<file path="src/rtl/vram_rect_fill_if.sv">
// Bundles the CPU register bus and the VRAM write port of the rectangle fill engine.
// The engine uses the slave view; the CPU/VRAM side (or a bench) uses the master view.
interface vram_rect_fill_if;
  logic [1:0]  bus_addr;
  logic        bus_wr_ena;
  logic [31:0] bus_wr_data;
  logic [31:0] bus_rd_data;
  logic [31:0] vram_wr_addr;
  logic [15:0] vram_wr_data;
  logic        vram_wr_ena;
  logic        vram_wr_ready;
  logic        irq;

  modport slave (
    input  bus_addr, bus_wr_ena, bus_wr_data, vram_wr_ready,
    output bus_rd_data, vram_wr_addr, vram_wr_data, vram_wr_ena, irq
  );

  modport master (
    output bus_addr, bus_wr_ena, bus_wr_data, vram_wr_ready,
    input  bus_rd_data, vram_wr_addr, vram_wr_data, vram_wr_ena, irq
  );
endinterface

</file>
<file path="src/rtl/vram_rect_fill.sv">
// CPU-programmable rectangle fill engine: writes one RGB565 colour into a W x H
// window of the linear VRAM layout, one pixel per accepted handshake.
module vram_rect_fill #(
  parameter int          DISPLAY_WIDTH      = 240,
  parameter int          DISPLAY_HEIGHT     = 320,
  parameter logic [3:0]  MMU_BANK_VRAM      = 4'h1,
  parameter logic [31:0] VRAM_START_ADDRESS = {MMU_BANK_VRAM, 28'h0}
) (
  input logic             clk,
  input logic             rst,
  vram_rect_fill_if.slave bus
);

  localparam logic [1:0] IDLE    = 2'd0;
  localparam logic [1:0] CHECK   = 2'd1;
  localparam logic [1:0] FILL    = 2'd2;
  localparam logic [1:0] DONE_ST = 2'd3;

  localparam logic [31:0] WIDTH_32  = 32'(DISPLAY_WIDTH);
  localparam logic [16:0] WIDTH_17  = 17'(DISPLAY_WIDTH);
  localparam logic [16:0] HEIGHT_17 = 17'(DISPLAY_HEIGHT);

  logic [1:0]  state_q, state_d;
  logic [15:0] x0_q, x0_d, y0_q, y0_d;
  logic [15:0] w_q, w_d, h_q, h_d;
  logic [15:0] color_q, color_d;
  logic [15:0] x_q, x_d, y_q, y_d;
  logic [31:0] row_base_q, row_base_d;
  logic [31:0] wr_addr_q, wr_addr_d;
  logic        wr_ena_q, wr_ena_d;
  logic        done_q, done_d;
  logic        err_q, err_d;

  logic        ctrl_wr, start, abort, done_set, err_set, handshake;
  logic [16:0] x_end, y_end;

  assign ctrl_wr   = bus.bus_wr_ena && (bus.bus_addr == 2'd0);
  assign start     = ctrl_wr && bus.bus_wr_data[0] && !bus.bus_wr_data[1];
  assign abort     = ctrl_wr && bus.bus_wr_data[1];
  assign handshake = wr_ena_q && bus.vram_wr_ready;
  // Exclusive window ends at 17 bits so oversized requests cannot wrap into range.
  assign x_end     = {1'b0, x0_q} + {1'b0, w_q};
  assign y_end     = {1'b0, y0_q} + {1'b0, h_q};

  always_comb begin
    state_d    = state_q;
    x0_d       = x0_q;
    y0_d       = y0_q;
    w_d        = w_q;
    h_d        = h_q;
    color_d    = color_q;
    x_d        = x_q;
    y_d        = y_q;
    row_base_d = row_base_q;
    wr_addr_d  = wr_addr_q;
    wr_ena_d   = wr_ena_q;
    done_set   = 1'b0;
    err_set    = 1'b0;

    case (state_q)
      IDLE: begin
        if (bus.bus_wr_ena) begin
          case (bus.bus_addr)
            2'd1:    {y0_d, x0_d} = bus.bus_wr_data;
            2'd2:    {h_d, w_d}   = bus.bus_wr_data;
            2'd3:    color_d      = bus.bus_wr_data[15:0];
            default: ;
          endcase
        end
        if (start) state_d = CHECK;
      end
      CHECK: begin
        if (abort) begin
          state_d = IDLE;
        end else if (w_q == 16'd0 || h_q == 16'd0) begin
          state_d = DONE_ST;
        end else if (x_end > WIDTH_17 || y_end > HEIGHT_17) begin
          err_set = 1'b1;
          state_d = IDLE;
        end else begin
          row_base_d = VRAM_START_ADDRESS + 32'(y0_q) * WIDTH_32;
          x_d        = x0_q;
          y_d        = y0_q;
          wr_addr_d  = row_base_d + 32'(x0_q);
          wr_ena_d   = 1'b1;
          state_d    = FILL;
        end
      end
      FILL: begin
        if (abort) begin
          wr_ena_d = 1'b0;
          state_d  = IDLE;
        end else if (handshake) begin
          if (({1'b0, x_q} + 17'd1) < x_end) begin
            x_d       = x_q + 16'd1;
            wr_addr_d = wr_addr_q + 32'd1;
          end else if (({1'b0, y_q} + 17'd1) < y_end) begin
            x_d        = x0_q;
            y_d        = y_q + 16'd1;
            row_base_d = row_base_q + WIDTH_32;
            wr_addr_d  = row_base_q + WIDTH_32 + 32'(x0_q);
          end else begin
            wr_ena_d = 1'b0;
            state_d  = DONE_ST;
          end
        end
      end
      default: begin
        done_set = 1'b1;
        state_d  = IDLE;
      end
    endcase

    // Sticky flags: a set in the same cycle as the write-1-to-clear wins.
    done_d = done_set || (done_q && !(ctrl_wr && bus.bus_wr_data[2]));
    err_d  = err_set  || (err_q  && !(ctrl_wr && bus.bus_wr_data[3]));
  end

  always_ff @(posedge clk or posedge rst) begin
    if (rst) begin
      state_q    <= IDLE;
      x0_q       <= '0;
      y0_q       <= '0;
      w_q        <= '0;
      h_q        <= '0;
      color_q    <= '0;
      x_q        <= '0;
      y_q        <= '0;
      row_base_q <= VRAM_START_ADDRESS;
      wr_addr_q  <= VRAM_START_ADDRESS;
      wr_ena_q   <= 1'b0;
      done_q     <= 1'b0;
      err_q      <= 1'b0;
    end else begin
      state_q    <= state_d;
      x0_q       <= x0_d;
      y0_q       <= y0_d;
      w_q        <= w_d;
      h_q        <= h_d;
      color_q    <= color_d;
      x_q        <= x_d;
      y_q        <= y_d;
      row_base_q <= row_base_d;
      wr_addr_q  <= wr_addr_d;
      wr_ena_q   <= wr_ena_d;
      done_q     <= done_d;
      err_q      <= err_d;
    end
  end

  always_comb begin
    case (bus.bus_addr)
      2'd0:    bus.bus_rd_data = {29'd0, err_q, done_q, (state_q != IDLE)};
      2'd1:    bus.bus_rd_data = {y0_q, x0_q};
      2'd2:    bus.bus_rd_data = {h_q, w_q};
      default: bus.bus_rd_data = {16'd0, color_q};
    endcase
  end

  assign bus.vram_wr_addr = wr_addr_q;
  assign bus.vram_wr_data = color_q;
  assign bus.vram_wr_ena  = wr_ena_q;
  assign bus.irq          = done_q;

endmodule

</file>
<file path="src/flat_wrapper.sv">
// flat-port wrapper written by rule: the top's interface ports become plain ports
module vram_rect_fill_flat 
#(
  parameter int          DISPLAY_WIDTH      = 240,
  parameter int          DISPLAY_HEIGHT     = 320,
  parameter logic [3:0]  MMU_BANK_VRAM      = 4'h1,
  parameter logic [31:0] VRAM_START_ADDRESS = {MMU_BANK_VRAM, 28'h0}
)
  (clk, rst, bus_bus_addr, bus_bus_wr_ena, bus_bus_wr_data, bus_vram_wr_ready, bus_bus_rd_data, bus_vram_wr_addr, bus_vram_wr_data, bus_vram_wr_ena, bus_irq);
  vram_rect_fill_if bus_i ();
  input logic clk;
  input logic rst;
  input wire logic [$bits(bus_i.bus_addr)-1:0] bus_bus_addr;
  input wire logic [$bits(bus_i.bus_wr_ena)-1:0] bus_bus_wr_ena;
  input wire logic [$bits(bus_i.bus_wr_data)-1:0] bus_bus_wr_data;
  input wire logic [$bits(bus_i.vram_wr_ready)-1:0] bus_vram_wr_ready;
  output wire logic [$bits(bus_i.bus_rd_data)-1:0] bus_bus_rd_data;
  output wire logic [$bits(bus_i.vram_wr_addr)-1:0] bus_vram_wr_addr;
  output wire logic [$bits(bus_i.vram_wr_data)-1:0] bus_vram_wr_data;
  output wire logic [$bits(bus_i.vram_wr_ena)-1:0] bus_vram_wr_ena;
  output wire logic [$bits(bus_i.irq)-1:0] bus_irq;
  assign bus_i.bus_addr = bus_bus_addr;
  assign bus_i.bus_wr_ena = bus_bus_wr_ena;
  assign bus_i.bus_wr_data = bus_bus_wr_data;
  assign bus_i.vram_wr_ready = bus_vram_wr_ready;
  assign bus_bus_rd_data = bus_i.bus_rd_data;
  assign bus_vram_wr_addr = bus_i.vram_wr_addr;
  assign bus_vram_wr_data = bus_i.vram_wr_data;
  assign bus_vram_wr_ena = bus_i.vram_wr_ena;
  assign bus_irq = bus_i.irq;
  vram_rect_fill #(.DISPLAY_WIDTH(DISPLAY_WIDTH), .DISPLAY_HEIGHT(DISPLAY_HEIGHT), .MMU_BANK_VRAM(MMU_BANK_VRAM), .VRAM_START_ADDRESS(VRAM_START_ADDRESS)) u_core (.clk(clk), .rst(rst), .bus(bus_i));
endmodule
</file>
<file path="config.mk">
export PLATFORM = sky130hd
export DESIGN_NAME = vram_rect_fill_flat
export DESIGN_NICKNAME = d
export VERILOG_FILES = /design/src/rtl/vram_rect_fill_if.sv /design/src/rtl/vram_rect_fill.sv /design/src/flat_wrapper.sv
export SDC_FILE = /design/constraint.sdc
export NUM_CORES = 1
export LEC_CHECK = 0
export CAP_MARGIN = 20
export CORE_UTILIZATION = 61
export DETAILED_ROUTE_END_ITERATION = 12
export GPL_TIMING_DRIVEN = 1
export PLACE_DENSITY = 0.92
export REMOVE_ABC_BUFFERS = 1
export SYNTH_ARGS = -nofsm -noshare
export SYNTH_HDL_FRONTEND = slang
export SYNTH_SLANG_ARGS = --single-unit
</file>
<file path="constraint.sdc">
create_clock -name clk -period 7.95 [get_ports clk]
set_input_delay 1.59 -clock clk [delete_from_list [all_inputs] [get_ports clk]]
set_output_delay 1.59 -clock clk [all_outputs]
set_load 0.1 [all_outputs]
</file>
## Yosys cells after proc, flatten, opt, wreduce, memory -nomap -nowiden

Index checks and enable logic that the tools add are counted.

- Register bits: 181
- Input bits: 38
- Output and inout port bits: 82
- Word-level logic and storage cells: 131

- Add/subtract/negate cells: 11
- Multiply operators: 1
- Order comparisons: 4
- Equality and inequality tests: 17
- Multiplexer cells: 55
- Reduce and logical (&&, ||, !) cells: 30

Operator list:

| kind | number |
|---|---|
| $mux W32 | 14 |
| $mux W16 | 14 |
| $pmux W32 S2 | 2 |
| $pmux W32 S3 | 1 |
| $add A32 B16 Y32 | 2 |
| $pmux W16 S2 | 2 |
| $add A16 B1 Y17 const B | 2 |
| $add A16 B16 Y17 | 2 |
| $lt A17 B17 Y1 | 2 |
| $add A16 B1 Y16 const B | 2 |
| $add A32 B1 Y32 const B | 1 |
| $add A32 B8 Y32 const B | 1 |
| $logic_not A16 Y1 | 2 |
| $add A29 B24 Y30 const A | 1 |
| $mul A16 B4 Y20 const B | 1 |
| $gt A17 B8 Y1 const B | 1 |
| $gt A17 B9 Y1 const B | 1 |
| $mux W2 | 8 |
| $reduce_and A7 Y1 | 2 |
| $mux W1 | 12 |
| $ne A2 B2 Y1 const B | 5 |
| $logic_and A1 B1 Y1 | 9 |
| $reduce_and A3 Y1 | 3 |
| $reduce_and A8 Y1 | 1 |
| 13 further kinds | 27 |

## Depth between registers and ports, before layout

Gate-level depths: netlist (run 1).

- Depth after elaboration: 8
- Depth in mapped cells: 21
- Depth with buffers taken out: 20

## Worst setup path before layout (run 1)

OpenSTA, ideal clock, no wires.

- Kind: in2out
- Start point: in bus_bus_addr[0]
- End point: out bus_bus_rd_data[21]
- Arrival: 3,506 ps
- Required time: 6,360 ps
- Path slack: 2,854 ps
- Stages on the path: 5
- Buffers on the path: 3
- Cells stage by stage: clkbuf_1 -> nor2b_1 -> clkbuf_1 -> buf_1 -> a22o_1

- Cells in the longest elaborated chain, start to end: 2
- Elaborated cells on any way between the ends: 4
- Classes of those cells: eq/ne: 2; mux: 1; reduce/logical: 1

RTL lines:

| item | line | RTL |
|---|---|---|
| start: declaration | flat_wrapper.sv:13 | `input wire logic [$bits(bus_i.bus_addr)-1:0] bus_bus_addr;` |
| $eq A2 B2 Y1 (tied with other cells) | vram_rect_fill.sv:152 | `case (bus.bus_addr)` |
| $pmux W32 S3 * | vram_rect_fill.sv:152 |  |
| end: declaration | flat_wrapper.sv:17 | `output wire logic [$bits(bus_i.bus_rd_data)-1:0] bus_bus_rd_data;` |

Mark *: on every way between the ends. The rest lies on a longest branch, timed or not.

## Final worst setup path (run 1)

- Start point: in bus_bus_addr[0]
- End point: out bus_bus_rd_data[6]

The elaborated chain is that of the path after synthesis.

==> impl_metrics.toml, run 1 <==
[floorplanning]
core_mm2 = 0.0252
fp-row-count = 58
start_util_pct = 62.1
die-area_mm2 = 0.0263
ios = 120
die_h_um = 162
die_width_um = 162

[clock_network]
clockBufferDepth = 2
h-tree-depth = 4
cts_buffers = 17
cts_resized = 0
root_buffer = "clkbuf_16"
cts_tree = "done"
path_clk_slew_ns = 0.08
ctsHoldBuffers = 0
cts_sinks = 177
cts_setup_buffers = 0
insertion_delay_ns = 0.46

[logic_synthesis]
synthFlopType = "dfrtp_1"
async_flop_share_pct = 100
ys_seq_area_share_pct = 28.3
syn-instance-count = 1737
synth-edff-count = 0
ys_ff_latch = 177
ys_warn_count = 0
synth_area_per_cell_um2 = 9.00
synth_area_mm2 = 0.0156
yosys.cell_types.count = 84

[drt]
wl_um = 44900
via_count = 14400
viasPerCell = 6.70
drt_iter0_drc = 1399
ant_nets = 0
wl_per_cell_um = 20.8
drc_errors = 0
firstDrtPassIters = 6

[timing]
final_hold_viol_count = 0
fmax_mhz = 158
max_slew_margin_pct = 24.3
hold_ws_ns = 0.489
worst_pin_slew_ns = 1.14
rsz0062_at_grt = "no"
clock_skew_ns = 0.0173
period_minus_slack_ns = 6.33
slew_violations = 0
finalSetupViolations = 0
fin_crit_sh_pct = 79.7

[global_routing]
gr-max-usage-layer = "met2"
grt.total_usage_pct = 34.8
use_met3_pct = 5.62
grt_antenna_before_repair = 1
grt_util_met2_pct = 56.1
gr-usage-met1_pct = 45.1
grt_overflow_total = 0
grt_pass1_wl_um = 72600
grt_pass1_vias = 13900
grt_max_degree = 108

[place]
dp_hpwl_um = 32700
place_area_mm2 = 0.0171
io_buffers = 119
place_congestion = 0.982

[final_layout]
design_area_mm2 = 0.0177
final_core_util_pct = 70.2
drive_gt1_share_pct = 10.3
fillCellCount = 1781
nNetsFinal = 2003
syn2layout_area_growth_pct = 13.0

[critical_path]
end_kind = "primary output"
required_ns = 6.36
cp_max_fo = 27
worst-r2r-setup-slack_ns = 1.66
worstSetupStartpointType = "primary input"
arrival_ns = 4.74
crit_type = "primary input to primary output"

[status]
status = "finished clean"

[run]
cap_violations = 0

[min_path]
hold_class = "register to register"
cell usage after synthesis (7+ instances only):
cell type / instances / area (µm²)
a211oi_1: 20 / 150
a21o_1: 31 / 233
a21oi_1: 99 / 495
a22o_1: 33 / 289
a2bb2oi_1: 9 / 78.8
a31oi_1: 12 / 75.1
and2_1: 8 / 50.1
and3_1: 31 / 194
buf_1: 13 / 48.8
clkbuf_1: 59 / 221
dfrtp_1: 175 / 4380
fa_1: 32 / 641
ha_1: 121 / 1510
inv_1: 99 / 372
mux2_2: 104 / 1170
mux2i_1: 37 / 370
nand2_1: 119 / 447
nand2b_1: 16 / 100
nand3_1: 67 / 335
nand4_1: 16 / 100
nor2_1: 98 / 368
nor2b_1: 10 / 62.6
nor3_1: 37 / 185
nor4_1: 16 / 100
o211ai_1: 33 / 248
o21a_1: 20 / 150
o21ai_0: 112 / 561
o22ai_1: 27 / 169
o31ai_1: 12 / 90.1
or2_2: 7 / 43.8
or3_1: 13 / 81.3
xnor2_1: 92 / 806
xor2_1: 55 / 482
sequential cells by signal, summed over array words and instances, names as in the netlist, 2 cells and up:
register                 count
u_core.y0_q                 16
u_core.bus.vram_wr_addr     32
u_core.w_q                  16
u_core.row_base_q           28
u_core.state_q               2
u_core.h_q                  16
u_core.x_q                  16
u_core.y_q                  16
u_core.bus.vram_wr_data     16
u_core.x0_q                 16
layout make-up:
| cell class | instances | area, µm² | area share (%) |
|---|---|---|---|
| Multi-Input combinational cell | 1382 | 10500 | 59.7 |
| Sequential cell | 177 | 4430 | 25.1 |
| Timing Repair Buffer | 134 | 1300 | 7.36 |
| Clock buffer | 18 | 429 | 2.43 |
| Tap cell | 330 | 413 | 2.34 |
| Inverter | 100 | 380 | 2.15 |
| Clock inverter | 14 | 168 | 0.949 |
| Antenna cell | 1 | 2.50 | 0.0142 |
placed cells by master, fill, tap and decap left out, types with 32 or more instances in the layout:
cell,count
mux2i_1,37
nor2_1,95
inv_1,98
xor2_1,55
xnor2_1,92
a22o_1,33
clkdlybuf4s50_1,119
o21ai_0,112
mux2_2,104
ha_1,120
nand3_1,67
a21oi_1,98
o211ai_1,33
dfrtp_1,175
fa_1,32
nand2_1,119
nor3_1,37
worst paths after layout:
check / startpoint / to / depth (start not counted)
worst max-delay path: bus_bus_addr[0] / bus_bus_rd_data[6] / 5
worst min-delay path: u_core.row_base_q[30]$_DFFE_PP0P_ / u_core.row_base_q[30]$_DFFE_PP0P_ / 1
max in group asynchronous: rst / u_core.bus.vram_wr_addr[25]$_DFFE_PP0P_ / 3
worst min register to register: u_core.row_base_q[30]$_DFFE_PP0P_ / u_core.row_base_q[30]$_DFFE_PP0P_ / 1
worst max register to register: u_core.w_q[0]$_DFFE_PP0P_ / u_core.row_base_q[27]$_DFFE_PP0P_ / 15
min in group asynchronous: rst / u_core.h_q[5]$_DFFE_PP0P_ / 2
kinds of logic after synthesis:
kind of cell	count (synthesis)	share of synthesized area (%)
flops	177	28.3
mux	144	10.3
fa+ha+maj	153	13.8
xor+xnor	147	8.24
compound gates	469	19.9
buf+inv	178	4.36
simple gates	469	15.1
critical path, stage by stage:
cell and delay [ns]:
clkdlybuf4s50_1 1.04, nor2b_2 0.37, buf_4 0.36, a22o_1 0.23
clkdlybuf4s50_1 1.14
per-stage QoR:
stage | setup slack, ns | instances | setup TNS [ns]
global route | 1.40 | 2156 | 0
global placement | 1.83 | 2122 | 0
detailed placement | 1.66 | 2122 | 0
CTS | 1.65 | 2154 | 0
finish | 1.62 | 2156 | 0
floorplan | -0.0873 | 1659 | -0.548
per-layer routing:
layer	wire length, µm	share of wire (%)
met3	3760	8.4
met4	2430	5.4
met5	0	0
met2	20900	47
met1	17800	40
Power of run 1 is not shown: default switching activity piles up to over one toggle a cycle in this logic, so the estimate is an artifact.
==> inputs of run 2 (changes only) <==
--- a/config.mk
+++ b/config.mk
@@ -6,10 +6,10 @@
 export NUM_CORES = 1
 export LEC_CHECK = 0
 export CAP_MARGIN = 20
-export CORE_UTILIZATION = 61
+export CORE_UTILIZATION = 55
 export DETAILED_ROUTE_END_ITERATION = 12
 export GPL_TIMING_DRIVEN = 1
-export PLACE_DENSITY = 0.92
+export PLACE_DENSITY = 0.88
 export REMOVE_ABC_BUFFERS = 1
 export SYNTH_ARGS = -nofsm -noshare
 export SYNTH_HDL_FRONTEND = slang
==> constraint.sdc (replaced) <==
create_clock -name clk -period 5.4 [get_ports clk]
set_input_delay 1.08 -clock clk [delete_from_list [all_inputs] [get_ports clk]]
set_output_delay 1.08 -clock clk [all_outputs]
set_load 0.1 [all_outputs]
==> run 2 against run 1 <==
Net effect: non-clock buffer count grew 26; cell count increased by 3.4%; flip-flop and latch count is the same; clock skew shrank 0.0086 ns; count of clock-buffer cells in the layout stayed put; critical endpoint is now u_core.bus.vram_wr_addr[31]$_DFFE_PP0P_.
==> impl_metrics.toml, run 2 (synthesized netlist as in run 1, its figures left out) <==
[drt]
via_count = 14300
wl_met1_um = 19100
wl_per_cell_um = 20.8
topRoutingLayerUsed = "met5"
drt_iter0_drc = 1474
met2_length_um = 21800
wl_um = 46400
ant_nets = 0
firstDrtPassIters = 8
viasPerCell = 6.43
wl_met3_um = 3750
drc_errors = 0

[clock_network]
insertion_delay_ns = 0.45
cts_sinks = 177
cts_tree = "done"
clockBufferDepth = 2
cts_buffers = 17
root_buffer = "clkbuf_16"
cts_setup_buffers = 0
path_clk_slew_ns = 0.07
h-tree-depth = 4

[critical_path]
slowest_delay_ns = 0.56
path_buf_inv = 1
cp_max_fo = 9
end_kind = "register"
worstSetupStartpointType = "register"
crit_type = "register to register"
arrival_ns = 5.50
crit_top_cell = "ha_1"
required_ns = 5.78
slowest_stage = "a2111oi_4"
crit_chain = "inv_1 > ha_1 > nor3b_4 > or3_2 > xnor2_1 > ha_1 > and3_1 > o2111a_1 > o21ai_0 > a2111oi_4 > and4b_1 > nand4_4 > o41a_1 > or3_1 > a31o_1 > o2bb2ai_2"
path_delay_family = "compound AO/OA/AOI/OAI gates"

[final_layout]
fillCellCount = 2168
syn2layout_area_growth_pct = 15.9
design_area_mm2 = 0.0181
final_common_cell = "dfrtp_1"
drive_gt1_share_pct = 13.3
multiInputGateArea_mm2 = 0.0106
final_cell_mix = "dfrtp_1 (175), ha_1 (120), nand2_1 (119), o21ai_0 (112), mux2_2 (104)"
nNetsFinal = 2029
largest_register_ffs = 32
area.sequential_mm2 = 0.00443

[min_path]
hold_class = "register to register"

[floorplanning]
ios = 120
die_h_um = 171
fp-row-count = 61
die-area_mm2 = 0.0291
start_util_pct = 56.1
core_mm2 = 0.0279
die_width_um = 171

[timing]
clock_skew_ns = 0.00865
final_hold_viol_count = 0
max_slew_margin_pct = 28.8
period_minus_slack_ns = 5.12
finalSetupViolations = 0
rsz0062_at_grt = "no"
fin_crit_sh_pct = 94.8
slew_violations = 0
fmax_mhz = 195
setup_ws_ns = 0.281
worst_pin_slew_ns = 1.07

[global_routing]
grt_antenna_before_repair = 2
grt_overflow_total = 0
grt_max_degree = 106
grt.total_usage_pct = 32.5
grt_pass1_wl_um = 74200
grt_pass1_vias = 14000

[run]
cap_violations = 0

[place]
place_area_mm2 = 0.0175
io_buffers = 119
pre_cts_ws_ns = 0.328
place_congestion = 0.990
dp_hpwl_um = 34400

[status]
status = "finished clean"
## run 2: cell count changes in the layout (fill, tap and decap cells not counted), sizes merged
cell	change
clkdlybuf4s50	-32
clkinv	-2
inv	-2
clkinvlp	+1
bufinv	+3
buf	+58
## run 2: worst register-to-register path: cells and delay by family (launching register included)
kind                       cells  cell delay (ns)
xor gates and xnor gates       1             0.15
DFF                            1             0.47
AOI/OAI and AO/OA              6             1.85
and+or+nand+nor                6             1.86
adders and majority gates      2             0.61
buffers and inverters          1             0.11
## run 2: stage by stage
stage	std cells	TNS, ns	util (%)	hold WS [ns]
floorplan	1659	-198.63	-	0.437
global placement	2195	0	62.7	0.465
detailed placement	2195	0	62.7	0.477
CTS	2227	0	64.9	0.486
global route	2229	0	65.0	0.514
finish	2230	0	65.0	0.489
## run 2: final timing paths
| path | slack, ns | endpoint | from | cells after the start |
|---|---|---|---|---|
| max reg2reg | 0.28 | u_core.bus.vram_wr_addr[31]$_DFFE_PP0P_ | u_core.row_base_q[4]$_DFFE_PP0P_ | 16 |
| min in group asynchronous | 0.92 | u_core.h_q[3]$_DFFE_PP0P_ | rst | 2 |
| min | 0.49 | u_core.row_base_q[30]$_DFFE_PP0P_ | u_core.row_base_q[30]$_DFFE_PP0P_ | 1 |
| min reg2reg | 0.49 | u_core.row_base_q[30]$_DFFE_PP0P_ | u_core.row_base_q[30]$_DFFE_PP0P_ | 1 |
| max | 0.28 | u_core.bus.vram_wr_addr[31]$_DFFE_PP0P_ | u_core.row_base_q[4]$_DFFE_PP0P_ | 16 |
| max in group asynchronous | 3.22 | u_core.bus.vram_wr_addr[28]$_DFFE_PP1P_ | rst | 4 |
## run 2: area by class of cell
type / count / share of cell area, %
antenna: 1 / 0.0138
clock buffer: 18 / 2.37
clock inverter: 14 / 0.988
inverter: 100 / 2.10
multi-input combinational: 1382 / 58.3
sequential: 177 / 24.5
tap: 378 / 2.61
timing repair buffer: 160 / 9.17
## run 2: layer usage
layer  vias up  track usage [%]
met4         2             13.4
met5         -                0
li1       6554                -
met2       702             53.5
met3       108             5.90
met1      6964             42.2
## run 2: what timing repair did
item                                    in CTS  in global routing
resized for setup                            0                  2
hold buffers                                 0                  0
endpoints found under the setup margin       0                  2
Power of run 2 is left out for the same reason.
